$ cat config.mk
export PLATFORM = sky130hd
export DESIGN_NAME = aes_req_queue
export DESIGN_NICKNAME = d
export VERILOG_FILES = /design/src/rtl/aes_req_pkg.sv /design/src/rtl/aes_req_fifo.sv /design/src/rtl/aes_req_queue.sv
export SDC_FILE = /design/constraint.sdc
export NUM_CORES = 1
export LEC_CHECK = 0
export CAP_MARGIN = 0
export CORE_MARGIN = 4
export CORE_UTILIZATION = 56
export DETAILED_ROUTE_END_ITERATION = 8
export PLACE_DENSITY = 0.78
export SLEW_MARGIN = 10
export SYNTH_ARGS = -nofsm -noshare
export SYNTH_HDL_FRONTEND = slang
export SYNTH_SLANG_ARGS = --single-unit
$ cat constraint.sdc
create_clock -name eph1 -period 13.89 [get_ports eph1]
set_input_delay 3.4725 -clock eph1 [delete_from_list [all_inputs] [get_ports eph1]]
set_output_delay 3.4725 -clock eph1 [all_outputs]
set_load 0.05 [all_outputs]
$ cat src/rtl/aes_req_pkg.sv
// Shared types and constants for the AES request queue.
// Optional feature macro: AES_KEY_AUTOLOAD_EN (adds the automatic key-load states).
package aes_req_pkg;

  localparam logic [2:0] FUNC_DEC = 3'h0;
  localparam logic [2:0] FUNC_ENC = 3'h1;
  localparam logic [2:0] FUNC_KEY = 3'h2;

  typedef struct packed {
    logic [2:0]   func;
    logic [127:0] text;
    logic [127:0] key;
  } req_t;

`ifdef AES_KEY_AUTOLOAD_EN
  typedef enum logic [2:0] {
    IDLE,
    ISSUE,
    WAIT,
    ISSUE_KEY,
    WAIT_KEY
  } aes_state_e;
`else
  typedef enum logic [1:0] {
    IDLE,
    ISSUE,
    WAIT
  } aes_state_e;
`endif

  // Only decrypt, encrypt and key-load are meaningful to aes_build.
  function automatic logic func_legal(input logic [2:0] func);
    return (func == FUNC_DEC) || (func == FUNC_ENC) || (func == FUNC_KEY);
  endfunction

  // Data operations depend on an expanded key; key loads do not.
  function automatic logic func_uses_key(input logic [2:0] func);
    return (func == FUNC_DEC) || (func == FUNC_ENC);
  endfunction

endpackage

$ cat src/rtl/aes_req_fifo.sv
// Circular buffer of AES requests with occupancy count.
// Pointers wrap naturally because DEPTH is a power of two.
module aes_req_fifo
  import aes_req_pkg::*;
#(
  parameter int DEPTH = 4
) (
  input  logic                     eph1,
  input  logic                     reset,
  input  logic                     push,
  input  req_t                     din,
  input  logic                     pop,
  output req_t                     head,
  output logic                     empty,
  output logic                     full,
  output logic [$clog2(DEPTH):0]   count
);

  localparam int AW = $clog2(DEPTH);
  localparam int CW = AW + 1;
  localparam logic [CW-1:0] DEPTH_C = CW'(DEPTH);

  req_t          mem [DEPTH];
  logic [AW-1:0] wr_ptr;
  logic [AW-1:0] rd_ptr;
  logic          do_push;
  logic          do_pop;

  assign empty   = (count == '0);
  assign full    = (count == DEPTH_C);
  assign do_push = push && !full;
  assign do_pop  = pop && !empty;
  assign head    = mem[rd_ptr];

  // Entry storage needs no reset; occupancy is tracked by the pointers.
  always_ff @(posedge eph1) begin
    if (do_push) begin
      mem[wr_ptr] <= din;
    end
  end

  // Pointer and occupancy bookkeeping; push and pop together keep count.
  always_ff @(posedge eph1 or posedge reset) begin
    if (reset) begin
      wr_ptr <= '0;
      rd_ptr <= '0;
      count  <= '0;
    end else begin
      if (do_push) begin
        wr_ptr <= wr_ptr + AW'(1);
      end
      if (do_pop) begin
        rd_ptr <= rd_ptr + AW'(1);
      end
      case ({do_push, do_pop})
        2'b10:   count <= count + CW'(1);
        2'b01:   count <= count - CW'(1);
        default: count <= count;
      endcase
    end
  end

endmodule

$ cat src/rtl/aes_req_queue.sv
// Request buffer and sequencer in front of aes_build: queues requests and
// issues them one at a time, waiting for call completion between issues.
// Optional feature macro: AES_KEY_AUTOLOAD_EN inserts a key-load call
// whenever a data request needs a key other than the one last loaded.
module aes_req_queue
  import aes_req_pkg::*;
#(
  parameter int DEPTH = 4
) (
  input  logic                   eph1,
  input  logic                   reset,
  input  logic                   req_valid,
  output logic                   req_ready,
  input  logic [2:0]             req_func,
  input  logic [127:0]           req_text,
  input  logic [127:0]           req_key,
  output logic [2:0]             aes_func,
  output logic [127:0]           aes_text,
  output logic [127:0]           aes_key,
  output logic                   aes_start,
  input  logic                   aes_done,
  output logic                   busy,
  output logic [$clog2(DEPTH):0] count,
  output logic                   err_illegal
);

  localparam int CW = $clog2(DEPTH) + 1;
  localparam logic [CW-1:0] DEPTH_C = CW'(DEPTH);

  aes_state_e state;
  aes_state_e next_state;
  req_t       head;
  req_t       din;
  logic       empty;
  logic       full;
  logic       accept;
  logic       push;
  logic       pop;
  logic       load_req;

`ifdef AES_KEY_AUTOLOAD_EN
  logic [127:0] loaded_key;
  logic         loaded_key_valid;
  logic         key_update;
  logic         eff_key_valid;
  logic [127:0] eff_key;
  logic         need_load;
  logic         load_key_call;
`endif

  // Readiness comes from the registered count only, so a full queue stays
  // not-ready even in a cycle where it pops.
  assign req_ready = (count < DEPTH_C);
  assign accept    = req_valid && req_ready;
  assign push      = accept && func_legal(req_func);
  assign pop       = (state == ISSUE);
  assign din       = '{func: req_func, text: req_text, key: req_key};
  assign busy      = (state != IDLE);

`ifdef AES_KEY_AUTOLOAD_EN
  assign aes_start = (state == ISSUE) || (state == ISSUE_KEY);

  // A completing key load (explicit or inserted) becomes the loaded key on
  // the same edge, so the next-head decision must already see it.
  assign key_update    = aes_done && (((state == WAIT) && (aes_func == FUNC_KEY)) ||
                                      (state == WAIT_KEY));
  assign eff_key_valid = key_update || loaded_key_valid;
  assign eff_key       = key_update ? aes_key : loaded_key;
  assign need_load     = func_uses_key(head.func) &&
                         (!eff_key_valid || (head.key != eff_key));
`else
  assign aes_start = (state == ISSUE);
`endif

  aes_req_fifo #(
    .DEPTH (DEPTH)
  ) u_fifo (
    .eph1  (eph1),
    .reset (reset),
    .push  (push),
    .din   (din),
    .pop   (pop),
    .head  (head),
    .empty (empty),
    .full  (full),
    .count (count)
  );

  // Sequencer state register.
  always_ff @(posedge eph1 or posedge reset) begin
    if (reset) begin
      state <= IDLE;
    end else begin
      state <= next_state;
    end
  end

  // Next-state logic; also decides when the output registers capture a call.
  always_comb begin
    next_state = state;
    load_req   = 1'b0;
`ifdef AES_KEY_AUTOLOAD_EN
    load_key_call = 1'b0;
`endif
    case (state)
      IDLE: begin
        if (!empty) begin
`ifdef AES_KEY_AUTOLOAD_EN
          if (need_load) begin
            next_state    = ISSUE_KEY;
            load_key_call = 1'b1;
          end else
`endif
          begin
            next_state = ISSUE;
            load_req   = 1'b1;
          end
        end
      end
      ISSUE: begin
        next_state = WAIT;
      end
      WAIT: begin
        if (aes_done) begin
          if (!empty) begin
`ifdef AES_KEY_AUTOLOAD_EN
            if (need_load) begin
              next_state    = ISSUE_KEY;
              load_key_call = 1'b1;
            end else
`endif
            begin
              next_state = ISSUE;
              load_req   = 1'b1;
            end
          end else begin
            next_state = IDLE;
          end
        end
      end
`ifdef AES_KEY_AUTOLOAD_EN
      ISSUE_KEY: begin
        next_state = WAIT_KEY;
      end
      WAIT_KEY: begin
        if (aes_done) begin
          next_state = ISSUE;
          load_req   = 1'b1;
        end
      end
`endif
      default: begin
        next_state = IDLE;
      end
    endcase
  end

  // Call registers: captured on entry to an issue state, held until the
  // edge that sees completion.
  always_ff @(posedge eph1 or posedge reset) begin
    if (reset) begin
      aes_func <= '0;
      aes_text <= '0;
      aes_key  <= '0;
    end else if (load_req) begin
      aes_func <= head.func;
      aes_text <= head.text;
      aes_key  <= head.key;
    end
`ifdef AES_KEY_AUTOLOAD_EN
    else if (load_key_call) begin
      aes_func <= FUNC_KEY;
      aes_text <= '0;
      aes_key  <= head.key;
    end
`endif
  end

  // Illegal requests are swallowed and flagged for exactly one cycle.
  always_ff @(posedge eph1 or posedge reset) begin
    if (reset) begin
      err_illegal <= 1'b0;
    end else begin
      err_illegal <= accept && !func_legal(req_func);
    end
  end

`ifdef AES_KEY_AUTOLOAD_EN
  // Track the key aes_build currently holds in expanded form.
  always_ff @(posedge eph1 or posedge reset) begin
    if (reset) begin
      loaded_key       <= '0;
      loaded_key_valid <= 1'b0;
    end else if (key_update) begin
      loaded_key       <= aes_key;
      loaded_key_valid <= 1'b1;
    end
  end
`endif

endmodule

==> metrics.yaml <==
global_route:
  grt_pass1_wl_mm: 149
  grt_start_max_net_pins: 147
  grt_pass1_vias: 23574
  grt_overflow: 0
  track_usage: 0.222
  antenna_found_initial: 24
clocking:
  ctsHoldBuffers: 0
  cts-buffers-inserted: 130
  cts.repair.resized: 0
  clkLatencyLatePin_ps: 700
  cts_setup_buffers: 0
  clock_path_buffers: 3
  cts_tree: "built"
  clkTransAtPathRegs_ps: 60
  cts.sinks: 1305
  clockRootBuffer: "clkbuf_16"
  cts_max_level: 4
placement:
  numPortBuffers: 528
  postPlaceCellArea_sq_um: 53900
  place_congestion: 0.743
  hpwl_mm: 57.4
  dpl.cell_count: 3551
  post-place-ws_ps: 6550
critical_path:
  endpoint: "u_fifo.mem[1][16]"
  worstSetupPathType: "in -> reg"
  start_kind: "input pin"
  crit_path_end_kind: "flop"
  startpoint: "req_func[2]"
  r2r_start: "u_fifo.rd_ptr[0]"
  cp_max_fo: 131
  reg2reg_depth: 5
  timing.rr.end: "aes_text[51]"
  required_ps: 14200
  r2r_setup_slack_ps: 9350
  cp.arrival_ps: 7000
sta:
  finalMaxSlewViolations: 0
  rsz0062_at_grt: "false"
  fin_crit_sh: 0.482
  tightest_slew_ps: 1230
  worst_slack_ps: 7200
  finalHoldViolCount: 0
  fmax_mhz: 149
  finalHoldWorstSlack_ps: 503
  relSlewSlack: 0.181
  setup_viol_count_final: 0
  clock_skew_ps: 29.1
  tns_ps: 0
  min_period_ps: 6690
cells_and_area:
  multi_input_area_sq_um: 9020
  nFillCells: 4937
  seq_area_sq_um: 37800
  fin_util: 0.694
  drive_gt1_frac: 0.282
  fin_cells: 3806
  final_cell_area_sq_um: 58100
  final_cell_mix: "1036 x edfxtp_1, 528 x clkdlybuf4s50_1, 267 x dfrtp_1"
  layout_commonest_cell: "edfxtp_1"
  nets: 2818
  syn_to_final_growth_pct: 22.5
route:
  postRouteAntennaNets: 0
  drt-total-wl_mm: 98.6
  wl_met3_mm: 7.98
  wl_met1_mm: 36.6
  routed_via_density: 5.73
  drc: 0
  dr.pass1.iters: 5
  dr_wl_met2_mm: 51.7
  drt-wirelength-per-cell_um: 25.9
  dr.max_layer_used: "met5"
  num_vias: 21811
  dr.first_iter.drc_count: 1534
pwr:
  power_switching_mw: 4.58
  ir_drop_mv: 0.584
  p_int_mw: 8.82
  p_leak_nw: 19.6
  p_per_area_nw_per_um2: 231
  combPwrFrac: 0.358
  clock_power_share: 0.253
  swShare: 0.342
  seq_power_share: 0.389
  power.total_mw: 13.4
yosys:
  yosysTopAreaCell: "edfxtp_1"
  ys.warnings.count: 0
  synth.distinct_cells: 24
  syn_inst: 1950
  synthTopCellsByArea: "edfxtp_1 66%, dfrtp_1 14%, mux4_2 12%"
  synth-seq-cells: 1305
  synth_top_area_frac: 0.656
  synth_area_sq_um: 47400
  syn_area_per_cell_sq_um: 24.3
  synth_fp_nets: 2219
  seq_area_frac_synth: 0.798
status:
  outcome: "completed"
job:
  maxCapViolations: 0
floorplan:
  io_pins: 529
  die_y_um: 299
  die_w_um: 299
  initial_core_util: 0.566
  rows: 106
  dieArea_sq_um: 89400
  core_area_sq_um: 83800
hold_path:
  hold_class: "reg -> reg"
  holdCritStartpoint: "aes_text[53]"
==> synth_stat cells, drive strengths merged <==
cell type  instances
dfrtp            269
nor3               1
fa                 1
ha                 5
and2               4
clkbuf            13
mux2i              1
nor2b              1
mux2             260
buf               74
mux4             259
nand2b             3
nor3b              2
xnor2              3
nor2               3
a21oi              1
edfxtp          1036
xor2               3
o21ai              1
or2                1
inv                9
==> cell type report <==
type,count,share of cell area
clock inverter,62,0.0102
tap,1134,0.0244
antenna,16,0.000689
sequential,1305,0.651
inverter,9,0.000710
timing repair buffer,554,0.0956
clock buffer,177,0.0621
multi-input combinational,549,0.155
==> cell families after synthesis <==
logic type	synth area share
AO/OA/AOI/OAI	0.000211
XOR/XNOR	0.00111
adder cells (fa/ha/maj)	0.00174
buffers and inverters	0.0123
flip-flops	0.798
multiplexers	0.185
AND/OR/NAND/NOR	0.00195
==> sequential cells by signal (all words and copies together), names as in the netlist <==
signal / cells
aes_func: 3
aes_key: 128
aes_text: 128
err_illegal: 1
state: 2
u_fifo.count: 3
u_fifo.mem: 1036
u_fifo.rd_ptr: 2
u_fifo.wr_ptr: 2
==> power groups by stage <==
stage | Combinational, mW | Sequential (mW) | Clock [mW]
after CTS | 4.87 | 5.23 | 3.46
after detailed placement | 4.84 | 5.29 | 0
after floorplan | 2.12 | 6.55 | 0
final | 4.80 | 5.22 | 3.38
after global routing | 5.03 | 5.28 | 3.64
after global placement | 4.76 | 5.26 | 0
==> layer usage <==
layer	GRT usage	vias up
li1	-	9263
met2	0.375	778
met4	0.0713	18
met5	0	-
met3	0.0671	145
met1	0.279	11607
==> worst max-delay path, stage by stage <==
cell and delay (ps):
clkdlybuf4s50_1 520, a21oi_1 200, nor2b_1 510, and2_4 490
buf_12 600, buf_4 940
==> how the worst min path moves through the flow <==
stage              endpoint  slack, ps  cells after the start
2_1_floorplan      state[1]        470                      1
3_3_place_gp    aes_key[63]        490                      1
3_5_place_dp    aes_func[0]        500                      1
4_1_cts        aes_key[103]        510                      1
5_1_grt        aes_text[53]        520                      1
6_report       aes_text[53]        500                      1
No activity file was read; power rests on OpenSTA's default activity.
==> patch: new RTL, same flow settings <==
Register the input `req_key` before use, without a reset. The logic sees it one clock later. The other inputs are not delayed to match.
--- a/src/rtl/aes_req_queue.sv
+++ b/src/rtl/aes_req_queue.sv
@@ -27,6 +27,12 @@
   localparam int CW = $clog2(DEPTH) + 1;
   localparam logic [CW-1:0] DEPTH_C = CW'(DEPTH);
 
+  logic [127:0] req_key_q;
+
+  always_ff @(posedge eph1) begin
+    req_key_q <= req_key;
+  end
+
   aes_state_e state;
   aes_state_e next_state;
   req_t       head;
@@ -54,7 +60,7 @@
   assign accept    = req_valid && req_ready;
   assign push      = accept && func_legal(req_func);
   assign pop       = (state == ISSUE);
-  assign din       = '{func: req_func, text: req_text, key: req_key};
+  assign din       = '{func: req_func, text: req_text, key: req_key_q};
   assign busy      = (state != IDLE);
 
 `ifdef AES_KEY_AUTOLOAD_EN
Formal check against the unedited RTL: not equivalent (Yosys sat finds a counterexample within 4 cycles, from zero or initial values and one cycle with reset high).
==> patch against the unedited design <==
  * Count of clock-buffer cells in the layout is 12 higher
  * Sequential cell count up 128
  * Total power up 6.5%
  * Cell area grew 5.4%
  * Critical endpoint is now u_fifo.mem[0][20]$_DFFE_PP_
  * Routed wire length grew 6.7%
  * Worst hold slack worse by 0.051 ns
  * Area after synthesis is 5.4% higher
  * Critical path depth unchanged
  * Setup slack worse by 0.48 ns
  * Sequential share of layout area up 0.88 points
  * Core utilization is 0.16 points lower
  * Critical path type unchanged
  * Non-clock buffer count decreased by 3
==> patch: results (changes against the unedited design) <==
run_status:
  status: "completed"
finish:
  utilization_pct: 69.2  # -0.16 points
  drive_above_1_share_pct: 27.2  # -1.1 points
  nets: 2950  # +4.7%
  largest-register: "u_fifo.mem"
  largest_reg_flops: 1036  # unchanged
  fill_cells: 5113  # +3.6%
power:
  p_leak_uw: 0.0209  # +6.7%
  ir_drop_v: 0.000260  # -55%
  power.internal_uw: 9490  # +7.7%
critical_path:
  cpPeakStageDelay_ns: 0.90  # -0.04 ns
  r2r_start: "u_fifo.rd_ptr[0]$_DFFE_PP0P_"
  critPathMaxFanout: 65  # -50%
  slowest_stage: "buf_4"
  setup.worst_path.start: "req_func[0]"
  crit_family: "buffers and inverters"
detailed_routing:
  drt_iter0_drc: 1805  # +18%
  wl_per_cell_um: 26.4  # +2.0%
  first_pass_iters: 5  # unchanged
  post_drt_via_cell_ratio: 5.72  # -0.14%
clocking:
  cts_setup_buffers: 0  # unchanged
  clock_latency_ns: 0.74  # +0.04 ns
  clkTransAtPathRegs_ns: 0.07
  cts.repair.resized: 0  # unchanged
  cts_buffers: 137  # +5.4%
  cts_root_buf: "clkbuf_16"
sta:
  slew_headroom_pct: 19.2  # +1.1 points
  tns_ns: 0  # unchanged
  fin_skew_ns: 0.0465  # +0.0174 ns
grt:
  grt_max_degree: 154  # +4.8%
  grt_pass1_vias: 24500  # +3.9%
  grt_pass1_wl_um: 157000  # +5.6%
  antenna_found_initial: 24  # unchanged
  track_usage_pct: 22.6  # +0.40 points
yosys:
  ys_types: 25  # +4.2%
  syn_nets: 2347  # +5.8%
  netlist_top_cells_count: "edfxtp_1, dfrtp_1, mux2_2, mux4_2, dfxtp_1"
  synth_async_sr_flop_share_pct: 18.8  # -1.8 points
  yosysWarningCount: 0  # unchanged
  synth.yosys.seq_area_share_pct: 80.8  # +1.0 points
  synthTopCellsByArea: "edfxtp_1, dfrtp_1, mux4_2, mux2_2, dfxtp_1"
  synth_edf_count: 1036  # unchanged
flow_run:
  drv_cap: 0  # unchanged
min_path:
  hp-start: "req_key_q[47]$_DFF_P_"
  min-delay-path-class: "flop to flop"
placement:
  gp_congestion: 0.764  # +2.8%
  place_ws_ns: 5.93  # -0.624 ns
  hpwl_um: 60700  # +5.7%
  place_area_sq_um: 56500  # +4.8%
patch: cell types whose count changed after synthesis, sizes merged:
cell   unedited run  this run
dfxtp             0       128
patch: final cells by class:
| type | count | share of cell area [%] |
|---|---|---|
| clock buffer | 189 | 6.21 |
| sequential | 1433 | 66.0 |
| multi-input combinational | 549 | 14.7 |
| timing repair buffer | 551 | 9.05 |
| clock inverter | 67 | 1.50 |
| antenna | 16 | 0.0654 |
| tap | 1165 | 2.38 |
| inverter | 9 | 0.0674 |
patch: cells by family after synthesis:
kind of cell	Yosys count	share of synthesized area [%]
compound gates	2	0.0200
xor+xnor	6	0.105
fa+ha+maj	6	0.165
buf+inv	96	1.17
flops	1433	80.8
mux	520	17.5
simple gates	15	0.185
patch: power by group through the flow:
stage               clock, uW  combinational, uW  sequential, uW
floorplan                   0               2120            6960
global placement            0               4790            5660
detailed placement          0               4870            5690
CTS                      3880               4910            5620
global route             4070               5080            5680
finish                   3810               4850            5610
patch: worst register-to-register path, cell delays in order (launching register included):
cell and delay (ns):
dfrtp_4 1.01, buf_4 0.97, buf_4 0.80, mux4_2 0.67
mux2_2 0.32
patch: final timing paths:
check,to,depth (start not counted),slack [ns]
hold reg to reg,u_fifo.mem[2][47]$_DFFE_PP_,0,0.45
setup reg to reg,aes_key[44]$_DFFE_PP0P_,4,10.01
max in group asynchronous,u_fifo.rd_ptr[0]$_DFFE_PP0P_,3,9.24
min in group asynchronous,aes_key[18]$_DFFE_PP0P_,2,3.26
hold / removal,u_fifo.mem[2][47]$_DFFE_PP_,0,0.45
setup / recovery,u_fifo.mem[0][20]$_DFFE_PP_,6,6.71
patch: routing by layer:
layer	wire [um]	up-vias	GRT usage [%]
met2	53100	906	36.8
met5	159	-	0
li1	-	9669	-
met4	3070	24	7.85
met1	39500	12000	29.2
met3	9390	199	7.09
patch: metrics by stage:
step	std cells	total power [uW]	hold slack [ns]
finish	3979	14300	0.452
global route	3966	14800	0.475
CTS	3963	14400	0.462
detailed placement	3707	10600	0.458
global placement	3707	10400	0.444
floorplan	2078	9070	0.438
